<file path="config.mk">
export PLATFORM = sky130hd
export DESIGN_NAME = spi_mem_bridge
export DESIGN_NICKNAME = d
export VERILOG_FILES = /design/src/rtl/spi_bridge_pkg.sv /design/src/rtl/spi_cmd_fifo.sv /design/src/rtl/spi_mem_bridge.sv
export SDC_FILE = /design/constraint.sdc
export NUM_CORES = 1
export LEC_CHECK = 0
export BUFFER_PORTS_ARGS = -buffer_cell sky130_fd_sc_hd__buf_2
export CELL_PAD_IN_SITES_DETAIL_PLACEMENT = 1
export CELL_PAD_IN_SITES_GLOBAL_PLACEMENT = 1
export CORE_MARGIN = 8
export CORE_UTILIZATION = 51
export CTS_BUF_LIST = sky130_fd_sc_hd__clkbuf_8
export DETAILED_ROUTE_END_ITERATION = 10
export PLACE_DENSITY_LB_ADDON = 0.12
export SLEW_MARGIN = 10
export SYNTH_ARGS = -nofsm -noshare
export SYNTH_HDL_FRONTEND = slang
export SYNTH_SLANG_ARGS = --single-unit
</file>
<file path="constraint.sdc">
create_clock -name clkOut -period 4.5 [get_ports clkOut]
set_input_delay 0.9 -clock clkOut [delete_from_list [all_inputs] [get_ports clkOut]]
set_output_delay 0.9 -clock clkOut [all_outputs]
set_load 0.01 [all_outputs]
</file>
<file path="src/rtl/spi_bridge_pkg.sv">
// Shared types for the SPI-to-memory bridge: word type codes, FSM states and
// the 20-bit command buffer entry.
package spi_bridge_pkg;

    localparam logic [1:0] DA_NONE  = 2'b00;
    localparam logic [1:0] DA_ADDR  = 2'b01;
    localparam logic [1:0] DA_WDATA = 2'b10;
    localparam logic [1:0] DA_RCMD  = 2'b11;

    typedef enum logic [1:0] {
        ST_IDLE    = 2'd0,
        ST_ISSUE   = 2'd1,
        ST_RD_WAIT = 2'd2
    } bridge_state_e;

    typedef struct packed {
        logic [1:0]  da_type;
        logic        doa;
        logic        rw;
        logic [15:0] data;
    } fifo_entry_t;

    function automatic logic [15:0] addr_step(input logic [15:0] addr, input logic inc);
        return addr + {15'd0, inc};
    endfunction

endpackage

</file>
<file path="src/rtl/spi_cmd_fifo.sv">
// Single-clock command buffer. A push into a full buffer is only accepted when
// a pop frees a slot in the same cycle.
module spi_cmd_fifo
    import spi_bridge_pkg::*;
#(
    parameter int DEPTH = 4
) (
    input  logic        clk,
    input  logic        rst,
    input  logic        push,
    input  logic [19:0] wdata,
    input  logic        pop,
    output logic [19:0] rdata,
    output logic        full,
    output logic        empty
);

    localparam int AW = (DEPTH > 1) ? $clog2(DEPTH) : 1;

    logic [19:0] mem_r [DEPTH];
    logic [AW:0] wr_ptr_r;
    logic [AW:0] rd_ptr_r;
    logic        push_ok_s;
    logic        pop_ok_s;

    assign empty     = (wr_ptr_r == rd_ptr_r);
    assign full      = (wr_ptr_r[AW] != rd_ptr_r[AW]) && (wr_ptr_r[AW-1:0] == rd_ptr_r[AW-1:0]);
    assign pop_ok_s  = pop && !empty;
    assign push_ok_s = push && (!full || pop_ok_s);
    assign rdata     = mem_r[rd_ptr_r[AW-1:0]];

    // Entry storage; contents are qualified by the pointers so need no reset.
    always_ff @(posedge clk) begin
        if (push_ok_s) begin
            mem_r[wr_ptr_r[AW-1:0]] <= wdata;
        end
    end

    // Read/write pointers with an extra wrap bit to tell full from empty.
    always_ff @(posedge clk) begin
        if (rst) begin
            wr_ptr_r <= '0;
            rd_ptr_r <= '0;
        end else begin
            if (push_ok_s) begin
                wr_ptr_r <= wr_ptr_r + {{AW{1'b0}}, 1'b1};
            end
            if (pop_ok_s) begin
                rd_ptr_r <= rd_ptr_r + {{AW{1'b0}}, 1'b1};
            end
        end
    end

endmodule

</file>
<file path="src/rtl/spi_mem_bridge.sv">
// Bridges address/data words from the SPI front end onto a request/grant
// memory port with at most one transaction in flight.
module spi_mem_bridge
    import spi_bridge_pkg::*;
#(
    parameter int FIFO_DEPTH = 4,
    parameter int AUTO_INC   = 1
) (
    input  logic        clkOut,
    input  logic        reset_network,
    input  logic [15:0] DA_in,
    input  logic [1:0]  DA_valid_in,
    input  logic        DoA_in,
    input  logic        rw_in,
    output logic        mem_req,
    output logic        mem_we,
    output logic        mem_sel,
    output logic [15:0] mem_addr,
    output logic [15:0] mem_wdata,
    input  logic        mem_gnt,
    input  logic [15:0] mem_rdata,
    input  logic        mem_rvalid,
    output logic [15:0] data_out,
    output logic        data_out_valid,
    output logic        busy,
    output logic        overflow
);

    localparam logic INC_BIT = (AUTO_INC != 0) ? 1'b1 : 1'b0;

    bridge_state_e state_r, state_nxt_s;
    fifo_entry_t   push_entry_s, head_s;
    logic          push_s, pop_s, fifo_full_s, fifo_empty_s;
    logic          overflow_r;
    logic [15:0]   addr_reg_r, addr_reg_nxt_s;
    logic          mem_req_r, mem_req_nxt_s;
    logic          mem_we_r, mem_we_nxt_s;
    logic          mem_sel_r, mem_sel_nxt_s;
    logic [15:0]   mem_addr_r, mem_addr_nxt_s;
    logic [15:0]   mem_wdata_r, mem_wdata_nxt_s;
    logic [15:0]   data_out_r, data_out_nxt_s;
    logic          dov_r, dov_nxt_s;

    assign push_s       = (DA_valid_in != DA_NONE);
    assign push_entry_s = {DA_valid_in, DoA_in, rw_in, DA_in};
    assign pop_s        = (state_r == ST_IDLE) && !fifo_empty_s;

    spi_cmd_fifo #(.DEPTH(FIFO_DEPTH)) u_fifo (
        .clk   (clkOut),
        .rst   (reset_network),
        .push  (push_s),
        .wdata (push_entry_s),
        .pop   (pop_s),
        .rdata (head_s),
        .full  (fifo_full_s),
        .empty (fifo_empty_s)
    );

    // FSM state register.
    always_ff @(posedge clkOut) begin
        if (reset_network) begin
            state_r <= ST_IDLE;
        end else begin
            state_r <= state_nxt_s;
        end
    end

    // Next-state decode; gnt and rvalid only matter in their own states.
    always_comb begin
        state_nxt_s = state_r;
        case (state_r)
            ST_IDLE: begin
                if (!fifo_empty_s) begin
                    case (head_s.da_type)
                        DA_WDATA: state_nxt_s = head_s.rw ? ST_ISSUE : ST_IDLE;
                        DA_RCMD:  state_nxt_s = ST_ISSUE;
                        default:  state_nxt_s = ST_IDLE;
                    endcase
                end else begin
                    state_nxt_s = ST_IDLE;
                end
            end
            ST_ISSUE: begin
                if (mem_gnt) begin
                    state_nxt_s = mem_we_r ? ST_IDLE : ST_RD_WAIT;
                end else begin
                    state_nxt_s = ST_ISSUE;
                end
            end
            ST_RD_WAIT: begin
                if (mem_rvalid) begin
                    state_nxt_s = ST_IDLE;
                end else begin
                    state_nxt_s = ST_RD_WAIT;
                end
            end
            default: state_nxt_s = ST_IDLE;
        endcase
    end

    // Next values of the registered memory-port and read-back outputs.
    always_comb begin
        mem_req_nxt_s   = mem_req_r;
        mem_we_nxt_s    = mem_we_r;
        mem_sel_nxt_s   = mem_sel_r;
        mem_addr_nxt_s  = mem_addr_r;
        mem_wdata_nxt_s = mem_wdata_r;
        addr_reg_nxt_s  = addr_reg_r;
        data_out_nxt_s  = data_out_r;
        dov_nxt_s       = 1'b0;
        case (state_r)
            ST_IDLE: begin
                if (!fifo_empty_s) begin
                    case (head_s.da_type)
                        DA_ADDR: addr_reg_nxt_s = head_s.data;
                        DA_WDATA: begin
                            if (head_s.rw) begin
                                mem_req_nxt_s   = 1'b1;
                                mem_we_nxt_s    = 1'b1;
                                mem_sel_nxt_s   = head_s.doa;
                                mem_addr_nxt_s  = addr_reg_r;
                                mem_wdata_nxt_s = head_s.data;
                            end else begin
                                mem_req_nxt_s   = 1'b0;
                            end
                        end
                        DA_RCMD: begin
                            mem_req_nxt_s  = 1'b1;
                            mem_we_nxt_s   = 1'b0;
                            mem_sel_nxt_s  = head_s.doa;
                            mem_addr_nxt_s = head_s.data;
                        end
                        default: mem_req_nxt_s = 1'b0;
                    endcase
                end else begin
                    mem_req_nxt_s = 1'b0;
                end
            end
            ST_ISSUE: begin
                // mem_addr already holds the write address or the read address.
                if (mem_gnt) begin
                    mem_req_nxt_s  = 1'b0;
                    addr_reg_nxt_s = addr_step(mem_addr_r, INC_BIT);
                end else begin
                    mem_req_nxt_s  = 1'b1;
                end
            end
            ST_RD_WAIT: begin
                if (mem_rvalid) begin
                    data_out_nxt_s = mem_rdata;
                    dov_nxt_s      = 1'b1;
                end else begin
                    dov_nxt_s      = 1'b0;
                end
            end
            default: mem_req_nxt_s = 1'b0;
        endcase
    end

    // Output and address registers, plus the sticky overflow flag.
    always_ff @(posedge clkOut) begin
        if (reset_network) begin
            mem_req_r   <= 1'b0;
            mem_we_r    <= 1'b0;
            mem_sel_r   <= 1'b0;
            mem_addr_r  <= 16'h0000;
            mem_wdata_r <= 16'h0000;
            addr_reg_r  <= 16'h0000;
            data_out_r  <= 16'h0000;
            dov_r       <= 1'b0;
            overflow_r  <= 1'b0;
        end else begin
            mem_req_r   <= mem_req_nxt_s;
            mem_we_r    <= mem_we_nxt_s;
            mem_sel_r   <= mem_sel_nxt_s;
            mem_addr_r  <= mem_addr_nxt_s;
            mem_wdata_r <= mem_wdata_nxt_s;
            addr_reg_r  <= addr_reg_nxt_s;
            data_out_r  <= data_out_nxt_s;
            dov_r       <= dov_nxt_s;
            if (push_s && fifo_full_s && !pop_s) begin
                overflow_r <= 1'b1;
            end
        end
    end

    assign mem_req        = mem_req_r;
    assign mem_we         = mem_we_r;
    assign mem_sel        = mem_sel_r;
    assign mem_addr       = mem_addr_r;
    assign mem_wdata      = mem_wdata_r;
    assign data_out       = data_out_r;
    assign data_out_valid = dov_r;
    assign overflow       = overflow_r;
    assign busy           = (state_r != ST_IDLE) || !fifo_empty_s;

endmodule

</file>
==> impl_metrics.toml <==
[timing]
post-route-period-util = 0.665
finalMaxSlewViolations = 0
slew_headroom = 0.248
setup_viol = 0
rsz0062_at_grt = "no"
tightest_slew_ps = 1130
period_minus_slack_ps = 2990
hold_viol = 0
clock.fmax_mhz = 334
setup_tns_ps = 0
skew_ps = 11.6

[worst_setup_path]
cpPeakStageDelay_ps = 940
critPathRequiredTime_ps = 4800
crit_path_end_kind = "flop"
ff2ff_path_depth = 4
r2r_setup_slack_ps = 1510
start_kind = "flop"
critical_path_peak_fanout = 17
cp_cell_sequence = "mux4_2, and4b_1, mux2i_1, nor2_1"
crit_arrival_ps = 3300
cpMaxStageDelayCell = "and4b_1"
worstSetupPathType = "flop to flop"
timing.rr.end = "mem_wdata[4]"

[power_and_ir_drop]
powerDensity_mw_per_mm2 = 589
peakVddDrop_uv = 387
leakage_nw = 2.77

[synth]
yosys_warnings = 0
ys_seq_area_frac = 0.623
synth_nets = 552
synth_edf_count = 80
avgSynthCellArea_um2 = 12.6
postSynth.asyncResetShare = 0
synth_flop_cell = "edfxtp_1"
synth_area_leaders = "edfxtp_1 (38%), dfxtp_1 (25%), mux4_2 (6.3%), mux2i_1 (5.8%), nand2_1 (3.2%)"
syn_inst = 506
ys_seq_elements = 159
yosysMostFrequentCell = "edfxtp_1"
yosys.cell_types.count = 48
synthesis.area_mm2 = 0.00640
synth_top_area_frac = 0.376
synth_top_area_cell = "edfxtp_1"
synth_commonest_cells = "edfxtp_1 (80), dfxtp_1 (79), nand2_1 (54)"

[drt]
drtAntennaViolNets = 0
drt_pass1_iterations = 5
routed_wl_um = 15200
initialDrtViolationCount = 261
wire_per_inst_um = 19.5
vias_per_cell = 5.49
drc = 0
via_count = 4284

[cells_and_area]
instances_no_fill = 780
insertedDiodeCount = 0
area_growth_syn_to_layout_pct = 15.4
final_layout_size_suffix_gt1_frac = 0.258
stdcell_area_mm2 = 0.00738
nets = 641
fillers = 1300

[die]
io_pins = 94
initial_core_util = 0.515
die_h_um = 128
dieArea_mm2 = 0.0164
dieWidth_um = 128
fp-row-count = 41
core_mm2 = 0.0124

[cts]
cts.sinks = 159
htreeDepth = 4
cts_hold_buf = 0
cts_tree = "done"
cts_resized = 0
cts_root_buffer = "clkbuf_8"
cts_setup_buffers = 0
clk_pin_slew_worst_paths_ps = 80
worstSkewPairLatency_ps = 450
clock_path_buffers = 2
cts_inserted_buffers = 17

[hold_path]
hold_path_depth = 2
worstHoldStart = "data_out[3]"
hp-class = "flop to flop"
min_to = "data_out[3]"

[global_routing]
grt_usage = 0.197
grt.overflow.total = 0
grt_pass1_wl_um = 24400
grt_max_degree = 35
antenna_found_initial = 0
first_global_vias = 4669

[placed_design]
dp_hpwl_um = 10700
place_area_mm2 = 0.00700
portBuffers = 93
dp_cells = 748
gp_congestion = 0.728

[run]
maxCapViolations = 0

[status]
status = "completed"
==> stage by stage <==
step	power [mW]	hold WS, ps	worst slack [ps]	utilization
after floorplan	2.92	432	2200	-
after global placement	3.30	439	1510	0.563
after detailed placement	3.38	451	1450	0.563
after CTS	4.40	462	1440	0.594
after global routing	4.60	486	1270	0.594
final	4.35	457	1510	0.594
==> worst max path at each step <==
stage,startpoint,end,slack (ps),cells past startpoint
floorplan,DA_valid_in[1],u_fifo.mem_r[3][0],2200,3
global placement,flop,addr_reg_r[0],1510,5
detailed placement,DA_valid_in[0],u_fifo.mem_r[3][3],1450,4
CTS,flop,mem_wdata[4],1440,4
global route,flop,addr_reg_r[0],1270,5
finish,flop,mem_wdata[4],1510,4
==> registers in the layout, summed over array words and instances, names as in the netlist, 2 cells and up, named ones only <==
name and flops:
u_fifo.mem_r 80, addr_reg_r 16, data_out 16, mem_addr 16, mem_wdata 16, u_fifo.rd_ptr_r 3, u_fifo.wr_ptr_r 3, state_r 2
==> logic make-up after synthesis <==
kind of cell,share of synthesized area
flip-flops,0.623
AND/OR/NAND/NOR,0.106
AO/OA/AOI/OAI,0.0833
multiplexers,0.123
buffers and inverters,0.0243
XOR/XNOR,0.0288
adder cells (fa/ha/maj),0.0117
==> power by group <==
part / internal, mW / switching (mW) / total, mW
combinational: 0.582 / 0.801 / 1.38
clock: 0.455 / 0.563 / 1.02
sequential: 1.75 / 0.198 / 1.95
total: 2.79 / 1.56 / 4.35
==> cell usage in the layout, fill, tap and decap left out, types with 2 or more instances in the layout <==
| cell type | count |
|---|---|
| a211o_1 | 10 |
| a21oi_1 | 34 |
| and2_1 | 5 |
| buf_2 | 93 |
| buf_4 | 5 |
| clkbuf_8 | 17 |
| clkinv_4 | 4 |
| dfxtp_1 | 79 |
| edfxtp_1 | 80 |
| ha_1 | 6 |
| inv_1 | 7 |
| inv_6 | 7 |
| mux2i_1 | 37 |
| mux4_2 | 18 |
| nand2_1 | 54 |
| nand3_1 | 10 |
| nand4_1 | 4 |
| nor2_1 | 47 |
| nor2b_1 | 2 |
| nor3_1 | 6 |
| nor3b_1 | 2 |
| nor4_1 | 5 |
| o21ai_0 | 6 |
| o2bb2ai_1 | 16 |
| o31a_1 | 2 |
| o31ai_1 | 2 |
| or2_2 | 3 |
| or3_1 | 2 |
| or4_1 | 2 |
| xnor2_1 | 14 |
| xor2_1 | 7 |
==> worst max-delay path: cells and delay by family, from the launching register on <==
kind	cells	cell delay, ps
flops	1	840
mux	2	970
simple gates	2	1020
==> final cells by class <==
class | instances | area [um2] | area share
Clock buffer | 17 | 234 | 0.0317
Clock inverter | 15 | 150 | 0.0203
Sequential cell | 159 | 3980 | 0.540
Tap cell | 172 | 215 | 0.0292
Inverter | 7 | 26.3 | 0.00356
Multi-Input combinational cell | 312 | 2270 | 0.307
Timing Repair Buffer | 98 | 503 | 0.0682
==> metal layers <==
| layer | up-vias | wire, um | GRT usage | share of wire |
|---|---|---|---|---|
| met5 | - | 0 | 0 | 0 |
| met4 | 0 | 117 | 0.0727 | 0.0077 |
| met3 | 8 | 619 | 0.0437 | 0.041 |
| met2 | 83 | 7850 | 0.340 | 0.52 |
| met1 | 2167 | 6610 | 0.235 | 0.44 |
| li1 | 2026 | - | - | - |
No activity file was read; power rests on OpenSTA's default activity.
